### src/rtl/forest_pkg.sv
// Shared types and sizing helpers for the forest vote sequencer and its argmax.
package forest_pkg;

  typedef enum logic [1:0] {
    IDLE    = 2'd0,
    EVAL    = 2'd1,
    RESOLVE = 2'd2,
    DONE    = 2'd3
  } state_e;

  localparam int DEF_N_FEAT    = 51;
  localparam int DEF_N_CLASSES = 3;
  localparam int DEF_N_TREES   = 4;

  // Bits needed to index n distinct values, never less than one.
  function automatic int idx_width(input int n);
    return (n <= 2) ? 1 : $clog2(n);
  endfunction

endpackage

### src/rtl/vote_argmax.sv
// Combinational argmax over the per-class vote counters; the lowest class index wins ties.
module vote_argmax
  import forest_pkg::*;
#(
  parameter int  N_CLASSES = DEF_N_CLASSES,
  parameter int  CNT_W     = idx_width(DEF_N_TREES + 1),
  localparam int CLS_W     = $clog2(N_CLASSES)
) (
  input  logic [N_CLASSES-1:0][CNT_W-1:0] votes_i,
  output logic [CLS_W-1:0]                win_cls_o,
  output logic [CNT_W-1:0]                win_cnt_o
);

  logic [CLS_W-1:0] best_cls;
  logic [CNT_W-1:0] best_cnt;

  // Strict greater-than keeps the earlier class on equal counts.
  always_comb begin
    best_cls = '0;
    best_cnt = votes_i[0];
    for (int i = 1; i < N_CLASSES; i++) begin
      if (votes_i[i] > best_cnt) begin
        best_cls = CLS_W'(i);
        best_cnt = votes_i[i];
      end
    end
  end

  assign win_cls_o = best_cls;
  assign win_cnt_o = best_cnt;

endmodule

### src/rtl/forest_vote_sequencer.sv
// Walks the tree-output mux over every (class, tree) pair, counts votes per class
// and hands the winning class to the consumer over valid/ready.
module forest_vote_sequencer
  import forest_pkg::*;
#(
  parameter int  N_FEAT    = DEF_N_FEAT,
  parameter int  N_CLASSES = DEF_N_CLASSES,
  parameter int  N_TREES   = DEF_N_TREES,
  localparam int CLS_W     = $clog2(N_CLASSES),
  localparam int TREE_W    = idx_width(N_TREES),
  localparam int CNT_W     = idx_width(N_TREES + 1)
) (
  input  logic              clk,
  input  logic              rst,
  input  logic              in_valid,
  output logic              in_ready,
  input  logic [N_FEAT-1:0] in_feat,
  output logic [N_FEAT-1:0] feat_q,
  output logic [CLS_W-1:0]  cls_sel,
  output logic [TREE_W-1:0] tree_sel,
  input  logic              tree_bit,
  output logic              out_valid,
  input  logic              out_ready,
  output logic [CLS_W-1:0]  out_class,
  output logic [CNT_W-1:0]  out_votes,
  output logic              busy
);

  localparam logic [TREE_W-1:0] TREE_LAST = TREE_W'(N_TREES - 1);
  localparam logic [CLS_W-1:0]  CLS_LAST  = CLS_W'(N_CLASSES - 1);

  state_e                          state_q, state_d;
  logic [N_FEAT-1:0]               feat_d;
  logic [CLS_W-1:0]                cls_sel_q, cls_sel_d;
  logic [TREE_W-1:0]               tree_sel_q, tree_sel_d;
  logic [CLS_W-1:0]                out_class_q, out_class_d;
  logic [CNT_W-1:0]                out_votes_q, out_votes_d;
  logic [N_CLASSES-1:0][CNT_W-1:0] votes;
  logic                            votes_clr;
  logic                            votes_en;
  logic [CLS_W-1:0]                win_cls;
  logic [CNT_W-1:0]                win_cnt;

  for (genvar gi = 0; gi < N_CLASSES; gi++) begin : g_vote
    logic [CNT_W-1:0] cnt_q;
    logic             hit;

    assign hit = votes_en && tree_bit && (cls_sel_q == CLS_W'(gi));

    always_ff @(posedge clk or posedge rst) begin
      if (rst) begin
        cnt_q <= '0;
      end else if (votes_clr) begin
        cnt_q <= '0;
      end else if (hit) begin
        cnt_q <= cnt_q + CNT_W'(1);
      end
    end

    assign votes[gi] = cnt_q;
  end

  vote_argmax #(
    .N_CLASSES (N_CLASSES),
    .CNT_W     (CNT_W)
  ) u_argmax (
    .votes_i   (votes),
    .win_cls_o (win_cls),
    .win_cnt_o (win_cnt)
  );

  always_comb begin
    state_d     = state_q;
    feat_d      = feat_q;
    cls_sel_d   = cls_sel_q;
    tree_sel_d  = tree_sel_q;
    out_class_d = out_class_q;
    out_votes_d = out_votes_q;
    votes_clr   = 1'b0;
    votes_en    = 1'b0;
    unique case (state_q)
      IDLE: begin
        if (in_valid) begin
          feat_d     = in_feat;
          votes_clr  = 1'b1;
          cls_sel_d  = '0;
          tree_sel_d = '0;
          state_d    = EVAL;
        end
      end
      EVAL: begin
        votes_en = 1'b1;
        // The last pair leaves the selects parked where they are.
        if (tree_sel_q == TREE_LAST) begin
          if (cls_sel_q == CLS_LAST) begin
            state_d = RESOLVE;
          end else begin
            tree_sel_d = '0;
            cls_sel_d  = cls_sel_q + CLS_W'(1);
          end
        end else begin
          tree_sel_d = tree_sel_q + TREE_W'(1);
        end
      end
      RESOLVE: begin
        out_class_d = win_cls;
        out_votes_d = win_cnt;
        state_d     = DONE;
      end
      DONE: begin
        if (out_ready) begin
          state_d = IDLE;
        end
      end
      default: state_d = IDLE;
    endcase
  end

  always_ff @(posedge clk or posedge rst) begin
    if (rst) begin
      state_q     <= IDLE;
      feat_q      <= '0;
      cls_sel_q   <= '0;
      tree_sel_q  <= '0;
      out_class_q <= '0;
      out_votes_q <= '0;
    end else begin
      state_q     <= state_d;
      feat_q      <= feat_d;
      cls_sel_q   <= cls_sel_d;
      tree_sel_q  <= tree_sel_d;
      out_class_q <= out_class_d;
      out_votes_q <= out_votes_d;
    end
  end

  // in_ready is gated by rst so nothing can be accepted while reset is held.
  assign in_ready  = (state_q == IDLE) && !rst;
  assign out_valid = (state_q == DONE);
  assign busy      = (state_q != IDLE);
  assign cls_sel   = cls_sel_q;
  assign tree_sel  = tree_sel_q;
  assign out_class = out_class_q;
  assign out_votes = out_votes_q;

endmodule

### config.mk
export PLATFORM = sky130hd
export DESIGN_NAME = forest_vote_sequencer
export DESIGN_NICKNAME = d
export VERILOG_FILES = /design/src/rtl/forest_pkg.sv /design/src/rtl/vote_argmax.sv /design/src/rtl/forest_vote_sequencer.sv
export SDC_FILE = /design/constraint.sdc
export NUM_CORES = 1
export LEC_CHECK = 0
export CORE_MARGIN = 8
export CORE_UTILIZATION = 44
export CTS_BUF_LIST = sky130_fd_sc_hd__clkbuf_8 sky130_fd_sc_hd__clkbuf_16
export DETAILED_ROUTE_END_ITERATION = 16
export DONT_BUFFER_PORTS = 1
export GPL_ROUTABILITY_DRIVEN = 0
export SYNTH_ARGS = -nofsm -noshare
export SYNTH_HDL_FRONTEND = slang
export SYNTH_SLANG_ARGS = --single-unit
### constraint.sdc
create_clock -name clk -period 7.6 [get_ports clk]
set_clock_uncertainty 0.05 [all_clocks]
set_input_delay 1.9 -clock clk [delete_from_list [all_inputs] [get_ports clk]]
set_output_delay 1.9 -clock clk [all_outputs]
set_load 0.01 [all_outputs]
==> run summary, run 1 <==
Status: finished, final reports clean
Synth Register Bits: 71
PortBufs: 0
N_diodes: 0
Vias in the first global route: 1914
Reg-to-reg endpoint: out_class[0]
Crit-path cells: nor2_1
Fin crit share: 0.529
Hold Crit Class: flop to flop
Sequential area share after synthesis: 0.512
Sinks on Clock Net: 71
Worst hold slack: 0.541 ns
RSZ-0062 raised after global routing: no
Initial antenna violation count: 0
Inst Count DP: 334
Bufs on Longest Clock Path: 2
Final Max Tran Viols: 0
Critical path's slowest cell: nor2_1
# resized after CTS: 0
Root Buffer Master: clkbuf_8
Vias per inst: 5.31
Ys flop type: dfrtp_1
Clock latency on the worst-skew pair: 0.34 ns
Gr usage total: 0.128
First-pass GRT wire length: 11.3 mm
Die Area: 0.0110 mm^2
Buf/Inv on CP: 0
WHS Endpoint: feat_q[46]
Syn Inst Count: 241
Mapped Nets: 314
Fillers: 706
Die H: 105 um
Post-DR wirelength/cell: 20.2 um
WL final: 7.06 mm
Hold Fails Final Rpt: 0
Setup Total Neg Slack: 0 ns
Distinct cells, synth: 39
Ports: 119
Final worst slack: 3.58 ns
Routed Antenna Nets: 0
Depth of the CTS H-tree: 3
Share of cells above drive strength 1: 0.298
Reg2Reg Setup Slack: 4.80 ns
Crit path largest cell delay: 0.17 ns
Max Clk Rate: 249 MHz
Drt first pass iters: 4
R2r startpoint: g_vote[0].cnt_q[1]
Crit path time final: 4.02 ns
CTS tree: done
Initial DRC Count: 51
Yosys Warn Count: 0
Pwr Density: 451 mW/mm^2
Largest net degree at the start of global routing: 72
CTS buffer count: 9
Layout Nets: 316
Crit path max-delay family: simple AND/OR/NAND/NOR gates
Final Total Pwr: 1.65 mW
WP data required: 5.65 ns
Cts hold-fix bufs: 0
Max-cap viol count: 0
Core area: 0.00769 mm^2
Most frequent cells in the layout: dfrtp_1, mux2_4, ha_1
Reg2Reg Depth: 10
Most common cell after layout, fill and taps aside: dfrtp_1
Synthesized area per cell: 14.4 um^2
Post-synth EDFFs: 0
Final non-filler cell area: 0.00366 mm^2
WS Path Type: input port to primary output
Slew of the pin with the lowest slew margin: 1.04 ns
CP Max Fanout: 2
CP endpoint kind: primary output
Initial Utilization: 0.451
Area Overhead vs Synth: 5.55%
Reg clk slew, reported paths: 0.07 ns
Detailed-route via count: 1857
Placement Cell Area: 0.00346 mm^2
Hold_sp: feat_q[46]
DIE WIDTH: 105 um
GRT overflow: 0
Final core utilization: 0.476
Hold Crit Depth: 1
Post CTS Setup Buffer Count: 0
DR DRC count: 0
Critical Path AT: 2.07 ns
CP startpoint kind: input port
Final setup fails: 0
HPWL Detailed: 5.00 mm
Synthesized area: 0.00347 mm^2
Slew HR: 0.304
Worst slack at placement: 3.57 ns
Ys async rst share: 1.00
Fin cells: 350
Max IR drop VDD: 0.166 mV
Row cnt: 32
Leakage: 1.71 nW
==> per-layer routing <==
layer  GRT usage  vias up  share of wire
met5           0        -              0
li1            -      848              -
met3      0.0627        8          0.092
met1       0.158      931           0.44
met2       0.187       70           0.45
met4      0.0489        0          0.013
==> final cells by class <==
type	instances	area [um^2]	share of cell area
flip-flops and latches	71	1780	0.485
multi-input cells	146	1500	0.410
well taps	102	128	0.0348
clock buffers	9	124	0.0338
clock inverters	7	73.8	0.0202
inverters	14	52.6	0.0143
repair buffers	1	7.51	0.00205
==> power breakdown <==
group	total (mW)	switching, mW	leakage [nW]	internal [mW]
registers	0.766	0.215	0.869	0.550
clock network	0.298	0.146	0.0933	0.152
logic	0.589	0.246	0.752	0.343
==> Yosys cell counts, types with 2 or more instances <==
master    n  area, um^2
buf_2     2        10.0
ha_1     17         213
buf_12    5         100
nand2_1   3        11.3
o21ai_0   7        35.0
a41oi_1   3        26.3
o21ai_1   2        10.0
dfrtp_1  71        1780
and3_1    2        12.5
inv_1    14        52.6
a21oi_1   2        10.0
nor2_1   12        45.0
xnor2_1   3        26.3
mux2_4   51         766
nor2b_1   5        31.3
mux2i_1   6        60.1
a22o_1    2        17.5
a31oi_1   3        18.8
nand3_1   5        25.0
xor2_1    3        26.3
nand4_1   5        31.3
==> flip-flops by register name, summed over array words and instances, names as in the netlist <==
signal / count
feat_q: 51
out_votes: 3
g_vote.cnt_q: 9
tree_sel: 2
out_class: 2
state_q: 2
cls_sel: 2
==> logic make-up (layout without fill, tap and decap cells) <==
logic type,count (synthesis),in the layout,synth area share
and+or+nand+nor,37,37,0.0573
xor gates and xnor gates,6,6,0.0151
adders and majority gates,17,17,0.0613
AOI/OAI and AO/OA,28,28,0.0573
DFF,71,71,0.512
buffers and inverters,24,31,0.0555
muxes,58,58,0.241
==> worst max path at each step <==
| stage | slack [ns] | end | start | depth (start not counted) |
|---|---|---|---|---|
| final | 3.58 | in_ready | rst | 1 |
| after CTS | 3.57 | in_ready | rst | 1 |
| after floorplan | 3.59 | in_ready | rst | 1 |
| after global routing | 3.57 | in_ready | rst | 1 |
| after detailed placement | 3.57 | in_ready | rst | 1 |
| after global placement | 3.56 | in_ready | rst | 1 |
No activity file was read; power rests on OpenSTA's default activity.
==> run 2, diff against run 1 <==
==> constraint.sdc (replaced) <==
create_clock -name clk -period 3.5 [get_ports clk]
set_clock_uncertainty 0.05 [all_clocks]
set_input_delay 0.875 -clock clk [delete_from_list [all_inputs] [get_ports clk]]
set_output_delay 0.875 -clock clk [all_outputs]
set_load 0.01 [all_outputs]
==> run summary, run 2 (synthesis gave the netlist of run 1 again) <==
N_diodes: 0 (unchanged)
Fillers: 696 (was 706)
WS Path Type: flop to flop (was input port to primary output)
CTS tree: done (unchanged)
GRT overflow: 0 (unchanged)
Hold Fails Final Rpt: 0 (unchanged)
Max IR drop VDD: 0.342 mV (was 0.166 mV)
CP endpoint kind: flop (was primary output)
Reg clk slew, reported paths: 0.08 ns (was 0.07 ns)
Slew of the pin with the lowest slew margin: 0.988 ns (was 1.04 ns)
PortBufs: 0 (unchanged)
Gr usage total: 0.131 (was 0.128)
Largest net degree at the start of global routing: 55 (was 72)
Leakage: 1.73 nW (was 1.71 nW)
Drt first pass iters: 4 (unchanged)
Fin crit share: 0.791
Ports: 119 (unchanged)
Status: finished, final reports clean (unchanged)
Die H: 105 um (unchanged)
Largest register FFs: 51 (unchanged)
Max-cap viol count: 0 (unchanged)
WL final: 7.20 mm (was 7.06 mm)
Critical path's slowest cell: a31oi_1 (was nor2_1)
Pwr Density: 977 mW/mm^2 (was 451 mW/mm^2)
CP Max Fanout: 6 (was 2)
Area Overhead vs Synth: 5.81% (was 5.55%)
Crit path largest cell delay: 0.44 ns (was 0.17 ns)
Most frequent cells in the layout: dfrtp_1, mux2_4, ha_1 (unchanged)
Final core utilization: 0.478 (was 0.476)
Setup Total Neg Slack: 0 ns (unchanged)
Critical Path Stages: 10 (was 1)
Worst Setup EP: out_class[0] (was in_ready)
Final Max Tran Viols: 0 (unchanged)
Sinks on Clock Net: 71 (unchanged)
DIE WIDTH: 105 um (unchanged)
Slew HR: 0.341 (was 0.304)
WP data required: 3.67 ns (was 5.65 ns)
DR DRC count: 0 (unchanged)
Crit path max-delay family: compound AO/OA/AOI/OAI gates (was simple AND/OR/NAND/NOR gates)
Cts hold-fix bufs: 0 (unchanged)
Post-DR wirelength/cell: 20.6 um (was 20.2 um)
Reg2Reg Setup Slack: 0.73 ns (was 4.80 ns)
Reg2Reg Depth: 10 (unchanged)
Initial Utilization: 0.451 (unchanged)
Inst Count DP: 335 (was 334)
Top reg by flops: feat_q (unchanged)
Detailed-route via count: 1866 (was 1857)
HPWL Detailed: 5.22 mm (was 5.00 mm)
Crit-path cells: inv_1 > ha_1 > and3_1 > a21oi_2 > mux2i_1 > inv_1 > ha_1 > a31oi_1 > a21boi_0 > mux2_2 (was nor2_1)
Critical Path AT: 2.94 ns (was 2.07 ns)
CP startpoint kind: flop (was input port)
Row cnt: 32 (unchanged)
Initial DRC Count: 46 (was 51)
Crit path time final: 2.77 ns
Vias in the first global route: 1969 (was 1914)
Sequential cell area: 0.00178 mm^2 (unchanged)
Core area: 0.00769 mm^2 (unchanged)
Most common cell after layout, fill and taps aside: dfrtp_1 (unchanged)
R2r startpoint: g_vote[0].cnt_q[1] (unchanged)
Bufs on Longest Clock Path: 2 (unchanged)
Share of cells above drive strength 1: 0.302 (was 0.298)
Routed Antenna Nets: 0 (unchanged)
Die Area: 0.0110 mm^2 (unchanged)
# resized after CTS: 0 (unchanged)
Max Clk Rate: 361 MHz
Critical path origin: g_vote[0].cnt_q[1] (was rst)
Worst hold slack: 0.482 ns (was 0.541 ns)
CTS buffer count: 9 (unchanged)
Fin cells: 350 (unchanged)
Initial antenna violation count: 0 (unchanged)
RSZ-0062 raised after global routing: no (unchanged)
Clock latency on the worst-skew pair: 0.33 ns (was 0.34 ns)
Root Buffer Master: clkbuf_8 (unchanged)
Buf/Inv on CP: 2 (was 0)
Reg-to-reg endpoint: out_class[0] (unchanged)
Post CTS Setup Buffer Count: 0 (unchanged)
Multi-input gate area: 0.00150 mm^2 (unchanged)
Depth of the CTS H-tree: 3 (unchanged)
Layout Nets: 317 (was 316)
Final setup fails: 0 (unchanged)
Vias per inst: 5.33 (was 5.31)
First-pass GRT wire length: 11.5 mm (was 11.3 mm)
Hold Crit Class: input port to asynchronous set/reset pin (was flop to flop)
[run 2: layer usage]
layer / wire length (um) / track usage / vias up
met5: 0 / 0 / -
met4: 69 / 0.0428 / 0
met3: 679 / 0.0645 / 10
met2: 3440 / 0.202 / 73
met1: 3020 / 0.155 / 928
li1: - / - / 855
[run 2: worst reg2reg max path, cell delays in order (launching register included)]
cell	delay, ns
dfrtp_1	0.40
inv_1	0.06
ha_1	0.30
and3_1	0.19
a21oi_2	0.17
mux2i_1	0.27
inv_1	0.07
ha_1	0.27
a31oi_1	0.44
a21boi_0	0.16
mux2_2	0.28
[run 2: worst min-delay path by stage]
stage | to | slack [ns] | start
after global placement | g_vote[1].cnt_q[2] | 0.50 | g_vote[1].cnt_q[2]
after global routing | feat_q[18] | 0.53 | rst
after CTS | feat_q[24] | 0.49 | rst
after detailed placement | feat_q[18] | 0.53 | feat_q[18]
final | feat_q[24] | 0.48 | rst
after floorplan | g_vote[1].cnt_q[2] | 0.48 | g_vote[1].cnt_q[2]
[run 2: area by class of cell]
class | instances | area share
timing repair buffer | 2 | 0.00750
clock buffer | 9 | 0.0337
clock inverter | 6 | 0.0170
multi-input combinational | 146 | 0.409
inverter | 14 | 0.0143
sequential | 71 | 0.484
tap | 102 | 0.0348
[run 2: power breakdown]
group	total (mW)	internal [mW]	switching (mW)
Sequential	1.66	1.19	0.467
Combinational	1.29	0.750	0.544
Clock	0.631	0.324	0.307
Total	3.59	2.27	1.32
[run 2: stage by stage]
| step | area, um^2 | setup WS (ns) | power, mW |
|---|---|---|---|
| after floorplan | 3470 | 0.778 | 2.78 |
| after global placement | 3480 | 0.837 | 2.95 |
| after detailed placement | 3480 | 0.721 | 2.99 |
| after CTS | 3670 | 0.711 | 3.65 |
| after global routing | 3670 | 0.506 | 3.83 |
| final | 3670 | 0.733 | 3.59 |
